[config.mk]
export PLATFORM = sky130hd
export DESIGN_NAME = mem_arbiter
export DESIGN_NICKNAME = d
export VERILOG_FILES = /design/src/rtl/mem_arbiter_pkg.sv /design/src/rtl/arb_owner_fifo.sv /design/src/rtl/mem_arbiter.sv
export SDC_FILE = /design/constraint.sdc
export NUM_CORES = 1
export LEC_CHECK = 0
export BUFFER_PORTS_ARGS = -buffer_cell sky130_fd_sc_hd__buf_2
export CAP_MARGIN = 20
export CORE_AREA = 5 5 105 107
export DETAILED_ROUTE_END_ITERATION = 7
export DIE_AREA = 0 0 110 112
export PLACE_DENSITY = 0.61
export SYNTH_ARGS = -nofsm -noshare
export SYNTH_HDL_FRONTEND = slang
export SYNTH_SLANG_ARGS = --single-unit
[constraint.sdc]
create_clock -name clk -period 5.58 [get_ports clk]
set_input_delay 0.558 -clock clk [delete_from_list [all_inputs] [get_ports clk]]
set_output_delay 0.558 -clock clk [all_outputs]
set_load 0.02 [all_outputs]
[src/rtl/mem_arbiter_pkg.sv]
// Shared definitions for the instruction/data memory-port arbiter.
// Latency: n/a (constants, types and a helper only).
// Backpressure: n/a.
package mem_arbiter_pkg;

  localparam int ADDR_W   = 32;
  localparam int DATA_W   = 32;
  localparam int STRB_W   = 4;
  localparam int STARVE_W = 3;

  // Owner IDs stored in the outstanding-transaction FIFO
  localparam logic OWN_INST = 1'b0;
  localparam logic OWN_DATA = 1'b1;

  typedef enum logic [1:0] {
    ST_IDLE   = 2'd0,
    ST_HOLD_I = 2'd1,
    ST_HOLD_D = 2'd2
  } arb_state_e;

  // HOLD state that freezes the grant on the given owner
  function automatic arb_state_e hold_state(input logic own);
    return (own == OWN_DATA) ? ST_HOLD_D : ST_HOLD_I;
  endfunction

endpackage

[src/rtl/arb_owner_fifo.sv]
// Owner-ID FIFO: remembers which requester owns each accepted memory transaction.
// Latency: push visible at head the cycle after write; pop takes effect at the next edge.
// Backpressure: full/empty flags; push while full and pop while empty are ignored.
module arb_owner_fifo #(
  parameter int DEPTH = 2
) (
  input  logic clk,
  input  logic resetn,
  input  logic push,
  input  logic push_id,
  input  logic pop,
  output logic full,
  output logic empty,
  output logic head
);

  localparam int AW = (DEPTH > 1) ? $clog2(DEPTH) : 1;
  localparam int CW = $clog2(DEPTH + 1);

  logic [DEPTH-1:0] mem_q, mem_d;
  logic [AW-1:0]    wr_ptr_q, wr_ptr_d;
  logic [AW-1:0]    rd_ptr_q, rd_ptr_d;
  logic [CW-1:0]    cnt_q, cnt_d;
  logic             do_push, do_pop;

  function automatic logic [AW-1:0] ptr_inc(input logic [AW-1:0] p);
    return (p == AW'(DEPTH - 1)) ? '0 : p + AW'(1);
  endfunction

  assign full    = (cnt_q == CW'(DEPTH));
  assign empty   = (cnt_q == '0);
  assign head    = mem_q[rd_ptr_q];
  assign do_push = push && !full;
  assign do_pop  = pop && !empty;

  // Next-state for storage, pointers and occupancy; push+pop leaves count unchanged
  always_comb begin
    mem_d    = mem_q;
    wr_ptr_d = wr_ptr_q;
    rd_ptr_d = rd_ptr_q;
    cnt_d    = cnt_q;
    if (do_push) begin
      mem_d[wr_ptr_q] = push_id;
      wr_ptr_d        = ptr_inc(wr_ptr_q);
    end
    if (do_pop) begin
      rd_ptr_d = ptr_inc(rd_ptr_q);
    end
    case ({do_push, do_pop})
      2'b10:   cnt_d = cnt_q + CW'(1);
      2'b01:   cnt_d = cnt_q - CW'(1);
      default: cnt_d = cnt_q;
    endcase
  end

  // FIFO state registers; reset discards every outstanding ID
  always_ff @(posedge clk or negedge resetn) begin
    if (!resetn) begin
      mem_q    <= '0;
      wr_ptr_q <= '0;
      rd_ptr_q <= '0;
      cnt_q    <= '0;
    end else begin
      mem_q    <= mem_d;
      wr_ptr_q <= wr_ptr_d;
      rd_ptr_q <= rd_ptr_d;
      cnt_q    <= cnt_d;
    end
  end

endmodule

[src/rtl/mem_arbiter.sv]
// Arbitrates fetch and EX/ME requests onto one memory port, routing in-order returns back.
// Latency: zero-cycle request pass-through and accept; data_ok routed in the same cycle as mem_data_ok.
// Backpressure: mem_addr_ok stalls the granted side (grant frozen); OUTSTANDING full blocks mem_req.
module mem_arbiter
  import mem_arbiter_pkg::*;
#(
  parameter int OUTSTANDING  = 2,
  parameter int STARVE_LIMIT = 4
) (
  input  logic              clk,
  input  logic              resetn,
  // fetch side
  input  logic              inst_req,
  input  logic [ADDR_W-1:0] inst_addr,
  output logic              inst_addr_ok,
  output logic              inst_data_ok,
  output logic [DATA_W-1:0] inst_rdata,
  // EX/ME side
  input  logic              data_req,
  input  logic              data_wr,
  input  logic [STRB_W-1:0] data_wstrb,
  input  logic [ADDR_W-1:0] data_addr,
  input  logic [DATA_W-1:0] data_wdata,
  output logic              data_addr_ok,
  output logic              data_data_ok,
  output logic [DATA_W-1:0] data_rdata,
  // shared memory port
  output logic              mem_req,
  output logic              mem_wr,
  output logic [STRB_W-1:0] mem_wstrb,
  output logic [ADDR_W-1:0] mem_addr,
  output logic [DATA_W-1:0] mem_wdata,
  input  logic              mem_addr_ok,
  input  logic              mem_data_ok,
  input  logic [DATA_W-1:0] mem_rdata,
  output logic              err_spurious
);

  arb_state_e          state_q, state_d;
  logic [STARVE_W-1:0] starve_q, starve_d;
  logic                err_q, err_d;
  logic                grant;
  logic                sel_req;
  logic                accept;
  logic                rsp_vld;
  logic                fifo_full, fifo_empty, fifo_head;

  // Owner selection: arbitrate in IDLE, keep the stalled owner while in HOLD
  always_comb begin
    grant = OWN_INST;
    case (state_q)
      ST_HOLD_I: grant = OWN_INST;
      ST_HOLD_D: grant = OWN_DATA;
      default: begin
        if (data_req && ((int'(starve_q) < STARVE_LIMIT) || !inst_req)) grant = OWN_DATA;
        else                                                           grant = OWN_INST;
      end
    endcase
  end

  // Request path muxed from the granted owner; fetch side never writes.
  // resetn gating keeps mem_req (and so every addr_ok) low while reset is held.
  assign sel_req   = (grant == OWN_DATA) ? data_req : inst_req;
  assign mem_req   = resetn && sel_req && !fifo_full;
  assign accept    = mem_req && mem_addr_ok;
  assign mem_wr    = (grant == OWN_DATA) && data_wr;
  assign mem_wstrb = (grant == OWN_DATA) ? data_wstrb : '0;
  assign mem_addr  = (grant == OWN_DATA) ? data_addr  : inst_addr;
  assign mem_wdata = (grant == OWN_DATA) ? data_wdata : '0;

  assign inst_addr_ok = accept && (grant == OWN_INST);
  assign data_addr_ok = accept && (grant == OWN_DATA);

  // Returns go to the owner at the FIFO head; returns with nothing outstanding are dropped
  assign rsp_vld      = mem_data_ok && !fifo_empty;
  assign inst_data_ok = rsp_vld && (fifo_head == OWN_INST);
  assign data_data_ok = rsp_vld && (fifo_head == OWN_DATA);
  assign inst_rdata   = inst_data_ok ? mem_rdata : '0;
  assign data_rdata   = data_data_ok ? mem_rdata : '0;
  assign err_spurious = err_q;

  arb_owner_fifo #(
    .DEPTH (OUTSTANDING)
  ) u_owner_fifo (
    .clk     (clk),
    .resetn  (resetn),
    .push    (accept),
    .push_id (grant),
    .pop     (rsp_vld),
    .full    (fifo_full),
    .empty   (fifo_empty),
    .head    (fifo_head)
  );

  // Grant FSM next state: enter HOLD when the granted request is stalled, leave on accept
  always_comb begin
    state_d = state_q;
    if (!fifo_full) begin
      case (state_q)
        ST_IDLE:              if (mem_req && !mem_addr_ok) state_d = hold_state(grant);
        ST_HOLD_I, ST_HOLD_D: if (accept)                  state_d = ST_IDLE;
        default:                                           state_d = ST_IDLE;
      endcase
    end
  end

  // Grant FSM state register
  always_ff @(posedge clk or negedge resetn) begin
    if (!resetn) state_q <= ST_IDLE;
    else         state_q <= state_d;
  end

  // Starvation count of data wins over a waiting fetch, plus the sticky spurious-return flag
  always_comb begin
    starve_d = starve_q;
    if (!inst_req || (accept && grant == OWN_INST)) begin
      starve_d = '0;
    end else if (accept && grant == OWN_DATA && starve_q != '1) begin
      starve_d = starve_q + STARVE_W'(1);
    end
    err_d = err_q || (mem_data_ok && fifo_empty);
  end

  // Starve counter and error flag registers
  always_ff @(posedge clk or negedge resetn) begin
    if (!resetn) begin
      starve_q <= '0;
      err_q    <= 1'b0;
    end else begin
      starve_q <= starve_d;
      err_q    <= err_d;
    end
  end

endmodule
# Word level (Yosys, flattened, before mapping)
# Cells that the tools add are included.
[totals]
register_bits = 12
in_bits = 139
out_inout_bits = 139
word_cells = 78
[classes]
n_addsub = 5
order_cmp = 4
eq_ne = 8
muxes = 22
n_bitwise = 3
n_reduce_logical = 29
[ops]
columns = ["operator", "count"]
rows = [
  ["32-bit 2-to-1 mux", 4],
  ["1-bit logical AND", 16],
  ["2-bit case mux with 2 select lines", 2],
  ["1-bit 2-to-1 mux", 7],
  ["2-bit == test, second input constant", 3],
  ["2-bit 2-to-1 mux", 3],
  ["3-bit 2-to-1 mux", 2],
  ["2-bit by 1-bit == test with 1-bit output, second input constant", 2],
  ["1-bit zero test", 4],
  ["2-bit zero test", 2],
  ["1-bit by 2-bit less-than comparator with 1-bit output, second input constant", 2],
  ["4-bit 2-to-1 mux", 1],
  ["2-bit != test, second input constant", 2],
  ["2-bit nonzero test", 2],
  ["3-bit by 1-bit adder with 3-bit output, second input constant", 1],
  ["1-bit logical OR", 3],
  ["3-bit less-than comparator, second input constant", 1],
  ["3-bit != test, second input constant", 1],
  ["1-bit NOT", 3],
  ["3-bit AND reduction", 1],
  ["1-bit adder, second input constant", 2],
  ["2-bit by 1-bit adder with 2-bit output, second input constant", 1],
  ["2-bit bitwise mux", 1],
  ["1-bit case mux with 2 select lines", 1],
  ["4 further kinds", 4],
]

# Depth between registers and ports, before layout
# Gate-level depths: netlist (run 1).
[depth]
ltp_word = 13
ltp_mapped = 11

# Cells and area by module
# Synthesis (run 1) repeated with hierarchy kept, for this count alone.
[hier_totals]
hier_cells = 223
area_unflattened_um2 = 1969.4
[by_module_without_submodules]
columns = ["module", "n_inst", "cells_each", "area_per_inst_um2"]
rows = [
  ["mem_arbiter", 1, 200, 1686.6],
  ["arb_owner_fifo", 1, 23, 282.8],
]

# Worst setup path after synthesis (run 1)
# No wires, ideal clock.
[synth_timing]
path_type = "register to output"
from = "reg state_q[0]"
to = "out mem_addr[22]"
arrival_ns = 1.777
t_required_ns = 5.022
path_slack_ns = 3.245
path_stages_with_launch = 10
cell_sequence = "dfrtp_1 > inv_1 > ha_1 > buf_6 > nor2b_1 > a22o_1 > buf_2 > clkbuf_1 > nand2_1 > nand2_1"
[synth_between]
elab_chain_len = 3
[synth_lines]
columns = ["element", "line", "source"]
rows = [
  ["start, declared", "mem_arbiter.sv:39", "arb_state_e state_q, state_d;"],
  ["start signal, assigned", "mem_arbiter.sv:110", "else state_q <= state_d;"],
  ["2-bit == test / 2-bit by 1-bit == test with 1-bit output (equally long branches)", "mem_arbiter.sv:51", "case (state_q)"],
  ["1-bit case mux with 2 select lines *", "mem_arbiter.sv:51", ""],
  ["32-bit 2-to-1 mux *", "mem_arbiter.sv:68", "assign mem_addr = (grant == OWN_DATA) ? data_addr : inst_addr;"],
  ["end, declared", "mem_arbiter.sv:31", "output logic [ADDR_W-1:0] mem_addr,"],
]
# Every way passes the cells marked *; elsewhere a longest branch is shown, timed or not.

# Worst setup path in the final report (run 1)
[layout_timing]
from = "reg state_q[1]"
to = "out mem_addr[31]"
# Same word-level chain as after synthesis.

==> results of run 1 <==
==> where the power goes <==
group	switching (uW)	total [uW]	internal (uW)
clock	30.1	92.3	62.2
sequential	27.6	146	118
combinational	904	1410	503
==> final cells by class <==
type                            instances  area [um^2]
Multi-Input combinational cell        252         1410
Timing Repair Buffer                  281         1430
Inverter                                5         21.3
Clock buffer                            4         55.1
Tap cell                              136          170
Fill cell                            1119         6650
Sequential cell                        12          300
==> logic make-up (layout without fill, tap and decap cells) <==
group | Yosys count | after routing | share of synthesized area (%)
compound gates | 18 | 18 | 8.95
xor+xnor | 5 | 5 | 2.41
fa+ha+maj | 5 | 5 | 3.44
mux | 2 | 2 | 1.38
simple gates | 222 | 222 | 61.5
flops | 12 | 12 | 16.5
buf+inv | 24 | 290 | 5.79
==> synth_stat cells, types with 2 or more instances <==
master	count	share of area, %
xnor2_1	4	1.9
buf_2	4	1.1
o31ai_1	3	1.2
nor2b_1	2	0.69
clkbuf_1	14	2.9
dfrtp_1	12	17
nor2_1	7	1.4
and2_1	101	35
inv_1	4	0.83
ha_1	5	3.4
o22ai_1	3	1.0
a31oi_1	2	0.69
nand2b_1	3	1.0
nand2_1	104	21
==> state kept, by name (all words and copies together), names as in the netlist <==
register / flops
err_spurious: 1
starve_q: 3
state_q: 2
u_owner_fifo.cnt_q: 2
u_owner_fifo.mem_q: 2
u_owner_fifo.rd_ptr_q: 1
u_owner_fifo.wr_ptr_q: 1
==> final timing paths <==
path                              startpoint                    end  depth (start not counted)
worst max-delay path              state_q[1]           mem_addr[31]                          8
worst min-delay path                  resetn           err_spurious                          1
worst max register to register    state_q[1]  u_owner_fifo.cnt_q[1]                          9
worst min register to register  err_spurious           err_spurious                          1
max in group asynchronous             resetn            starve_q[2]                          1
min in group clk                err_spurious           err_spurious                          1
==> worst reg2reg max path: cells and delay by family (launching register included) <==
kind | cells | cell delay (ns)
XOR/XNOR | 1 | 0.15
flip-flops | 1 | 0.37
AND/OR/NAND/NOR | 2 | 0.32
adder cells (fa/ha/maj) | 2 | 0.75
multiplexers | 1 | 0.35
buffers and inverters | 2 | 0.16
AO/OA/AOI/OAI | 1 | 0.27
==> metal layers <==
layer / global-route usage (%) / vias up
met4: 2.08 / 0
met5: 0 / -
met2: 23.9 / 91
met3: 3.25 / 6
met1: 17.1 / 1216
li1: - / 1428
==> stage by stage <==
| stage | utilization, % | cell area, um^2 | instances | worst slack [ns] |
|---|---|---|---|---|
| finish | 33.8 | 3390 | 690 | 2.46 |
| global route | 33.8 | 3390 | 690 | 2.23 |
| CTS | 33.6 | 3370 | 689 | 2.35 |
| detailed placement | 33.0 | 3320 | 685 | 2.62 |
| global placement | 32.9 | 3310 | 684 | 2.72 |
| floorplan | - | 1820 | 288 | 3.24 |
==> placed cells by master, fill, tap and decap left out, types with 3 or more instances in the layout <==
master,synthesis,routed
inv_1,4,4
dfrtp_1,12,12
nand2b_1,3,3
xnor2_1,4,4
nor2_1,7,7
buf_2,4,277
clkbuf_8,0,4
ha_1,5,5
and2_1,101,101
nand2_1,104,104
o22ai_1,3,3
o31ai_1,3,3
==> impl_metrics.py, run 1 <==
metrics = {
    "critical_path": {
        "critPathMaxFanout": 23,
        "crit_chain": "inv_1 > ha_1 > nor2b_1 > a22oi_2 > buf_4 > nand2_1 > nand2_1 > buf_2",
        "worstSetupPathType": "flop to output pin",
        "critPathTopFamily": "buffers and inverters",
        "rrSetupSlack_ns": 3.14,
        "crit_path_max_incr_delay_ns": 0.56,
        "critPathLaunchType": "flop",
        "arrival_ns": 2.57,
        "cp_num_buf_inv": 3,
        "cp.required_ns": 5.02,
        "cp-end-kind": "output pin",
        "cp_common_cell": "nand2_1",
        "slowest_stage": "a22oi_2",
    },
    "power": {
        "p_leak_uw": 0.00217,
        "p_per_area_nw_per_um2": 485,
        "peakVddDrop_mv": 0.206,
        "total_power_uw": 1640,
    },
    "cts": {
        "cts_max_level": 1,
        "cts_setup_buffers": 0,
        "cts_tree": "done",
        "clock_sinks": 12,
        "ctsRootBufferMaster": "clkbuf_8",
        "cts_buffer_depth": 2,
        "ctsResizeCount": 0,
        "hold_buffers": 0,
        "numCtsBuffers": 3,
        "cts.clk_slew.worst_paths_ns": 0.05,
        "worstSkewPairLatency_ns": 0.24,
    },
    "timing": {
        "rsz0062_at_grt": "false",
        "setup_viol": 0,
        "fin_tns_setup_ns": 0,
        "worst_slew_pin_slew_ns": 0.757,
        "hold_viol": 0,
        "fmax_mhz": 320,
        "whs_ns": 0.209,
        "fin_skew_ns": 0.000838,
        "period_share_pct": 56.0,
        "fin_crit_ns": 3.12,
        "drv_slew": 0,
        "maxSlewHeadroom_pct": 49.3,
    },
    "placed_design": {
        "hpwl_mm": 7.81,
        "gp_congestion": 0.859,
        "io_buffer_count": 277,
    },
    "die": {
        "initial_core_util_pct": 18.1,
        "die_h_um": 112,
        "core_um2": 10000,
        "pin_count": 278,
        "die_area_um2": 12300,
        "fp-row-count": 37,
        "die_w_um": 110,
    },
    "detailed_routing": {
        "top_layer": "met4",
        "drtIter0Drc": 149,
        "wl_met2_mm": 4.71,
        "vias_per_cell": 3.97,
        "wl_met3_um": 488,
        "vias": 2741,
        "route.detailed.wl_per_inst_um": 13.1,
        "drt-pass1-iter-count": 4,
        "drt_wl_total_mm": 9.05,
        "route.detailed.drc": 0,
        "wl_met1_mm": 3.78,
        "postRouteAntennaNets": 0,
    },
    "logic_synthesis": {
        "postSynthCellCount": 288,
        "synth_nets": 432,
        "ys_types": 34,
        "synth-seq-cells": 12,
        "synthesis.area_um2": 1820,
        "synth_edf_count": 0,
        "yosysSeqAreaShare_pct": 16.5,
        "synth_ff_type": "dfrtp_1",
        "ys_async_sr_fraction_pct": 100,
        "syn_avg_cell_area_um2": 6.31,
        "yosys_warnings": 0,
    },
    "global_routing": {
        "antenna_found_initial": 0,
        "overflow": 0,
        "grt_usage_pct": 13.7,
        "grt_pass1_wl_mm": 13.9,
        "grt_start_max_net_pins": 73,
        "grt_pass1_vias": 2765,
    },
    "run": {
        "max_cap_viol_count": 0,
    },
    "finish": {
        "area_delta_synth_final_pct": 86.7,
        "drive_gt1_share_pct": 53.1,
        "diodes": 0,
        "nNetsFinal": 699,
    },
    "min_path": {
        "hp-class": "input pin to async pin",
    },
    "outcome": {
        "status": "finished, final reports clean",
    },
}
Note: power is estimated with default switching activity, not from simulation.
==> inputs of run 2 (changes only) <==
==> constraint.sdc (replaced) <==
create_clock -name clk -period 3.25 [get_ports clk]
set_input_delay 0.325 -clock clk [delete_from_list [all_inputs] [get_ports clk]]
set_output_delay 0.325 -clock clk [all_outputs]
set_load 0.02 [all_outputs]
==> run 2 against run 1 <==
Net effect:
- setup slack worse by 2.0 ns
- non-clock buffer count up 1
- final cell count up 0.14%
- clock power rose by 74%
- die area unchanged
- clock-buffer cell count unchanged
- utilization increased by 0.10 points
- first-iteration DRC count is 21% lower
- critical path type unchanged
- critical endpoint is now mem_addr[7]
- largest cell class unchanged
- highest routed layer unchanged
==> impl_metrics.py, run 2 (same netlist as run 1, synthesis figures left out) <==
metrics = {
    "outcome": {
        "status": "finished, final reports clean",
    },
    "critical_path": {
        "reg2reg_depth": 9,
        "worstSetupPathType": "flop to output pin",
        "arrival_ns": 2.52,
        "r2r_start": "state_q[1]",
        "cp_common_cell": "nand2_1",
        "cp.required_ns": 2.92,
        "rrSetupSlack_ns": 0.81,
        "cp.depth": 8,
        "r2r_end": "u_owner_fifo.cnt_q[1]",
        "cp_num_buf_inv": 3,
        "critPathLaunchType": "flop",
        "crit_path_max_incr_delay_ns": 0.56,
        "critPathMaxFanout": 23,
        "crit_chain": "inv_1 > ha_1 > nor2b_1 > a22oi_2 > buf_4 > nand2_1 > nand2_1 > buf_2",
        "cp-end-kind": "output pin",
        "critPathTopFamily": "buffers and inverters",
        "slowest_stage": "a22oi_2",
    },
    "timing": {
        "drv_slew": 0,
        "fmax_mhz": 352,
        "whs_ns": 0.309,
        "hold_viol": 0,
        "fin_skew_ns": 0.000529,
        "fin_crit_ns": 2.84,
        "maxSlewHeadroom_pct": 52.7,
        "period_share_pct": 87.4,
        "worst_slew_pin_slew_ns": 0.709,
        "fin_tns_setup_ns": 0,
        "setup_ws_ns": 0.410,
        "setup_viol": 0,
        "rsz0062_at_grt": "false",
    },
    "power": {
        "p_per_area_nw_per_um2": 832,
        "peakVddDrop_mv": 0.400,
        "p_leak_uw": 0.00218,
        "total_power_uw": 2830,
    },
    "die": {
        "die_h_um": 112,
        "die_area_um2": 12300,
        "die_w_um": 110,
        "pin_count": 278,
        "fp-row-count": 37,
        "core_um2": 10000,
        "initial_core_util_pct": 18.1,
    },
    "placed_design": {
        "place_area_um2": 3340,
        "io_buffer_count": 277,
        "dp_slack_ns": 0.652,
        "hpwl_mm": 8.04,
        "gp_congestion": 0.933,
    },
    "global_routing": {
        "grt_pass1_wl_mm": 14.0,
        "antenna_found_initial": 0,
        "grt_usage_pct": 13.9,
        "grt_start_max_net_pins": 47,
        "overflow": 0,
        "grt_pass1_vias": 2886,
    },
    "detailed_routing": {
        "postRouteAntennaNets": 0,
        "wl_met1_mm": 3.48,
        "top_layer": "met4",
        "drt-pass1-iter-count": 4,
        "route.detailed.drc": 0,
        "vias_per_cell": 4.06,
        "wl_met2_mm": 4.85,
        "vias": 2806,
        "drt_wl_total_mm": 9.15,
        "wl_met3_um": 690,
        "route.detailed.wl_per_inst_um": 13.2,
        "drtIter0Drc": 117,
    },
    "cts": {
        "cts_max_level": 1,
        "cts_tree": "done",
        "cts_buffer_depth": 2,
        "worstSkewPairLatency_ns": 0.24,
        "clock_sinks": 12,
        "numCtsBuffers": 3,
        "ctsResizeCount": 0,
        "cts.clk_slew.worst_paths_ns": 0.05,
        "ctsRootBufferMaster": "clkbuf_8",
    },
    "min_path": {
        "min-delay-start": "mem_data_ok",
        "holdPathEnd": "err_spurious",
        "hold_depth": 2,
        "hp-class": "input pin to flop",
    },
    "finish": {
        "area_delta_synth_final_pct": 87.3,
        "final_cell_mix": "277 x buf_2, 104 x nand2_1, 101 x and2_1, 12 x dfrtp_1, 7 x nor2_1",
        "final_common_cell": "buf_2",
        "design_area_um2": 3400,
        "nNetsFinal": 700,
        "drive_gt1_share_pct": 53.0,
        "top_register": "starve_q",
        "largest_register_ffs": 3,
        "diodes": 0,
    },
    "run": {
        "max_cap_viol_count": 0,
    },
}
## run 2: cell types whose count changed in the layout (fill, tap and decap cells not counted)
cell,delta
dlygate4sd3_1,+1
## run 2: layer usage
metal	GRT usage (%)	vias to the layer above
li1	-	1429
met1	16.7	1260
met2	24.5	103
met3	3.30	14
met4	3.41	0
met5	0	-
## run 2: worst max path at each step
| stage | startpoint | end | slack, ns |
|---|---|---|---|
| after floorplan | state_q[0] | u_owner_fifo.cnt_q[1] | 1.01 |
| after global placement | u_owner_fifo.cnt_q[0] | data_rdata[1] | 0.76 |
| after detailed placement | state_q[1] | mem_addr[7] | 0.65 |
| after CTS | state_q[1] | mem_addr[7] | 0.37 |
| after global routing | state_q[1] | mem_addr[15] | 0.20 |
| final | state_q[1] | mem_addr[7] | 0.41 |
## run 2: cell type report
cell class | instances | area (um^2)
repair buffers | 282 | 1440
well taps | 136 | 170
inverters | 5 | 21.3
multi-input cells | 252 | 1410
fillers | 1118 | 6640
clock buffers | 4 | 55.1
flip-flops and latches | 12 | 300
## run 2: metrics by stage
stage	util [%]	cells
after floorplan	-	288
after global placement	33.1	685
after detailed placement	33.2	686
after CTS	33.9	691
after global routing	33.9	691
final	33.9	691
## run 2: repair_timing
action | 4_1_cts | 5_1_grt
buffers inserted | 0 | 0
hold buffers | 1 | 0
endpoints found under the hold margin | 12 | 0
endpoints found under the setup margin | 0 | 0
## run 2: where the power goes
part / total, uW / internal, uW / switching [uW]
Clock: 161 / 107 / 53.7
Combinational: 2420 / 864 / 1560
Sequential: 247 / 202 / 44.7
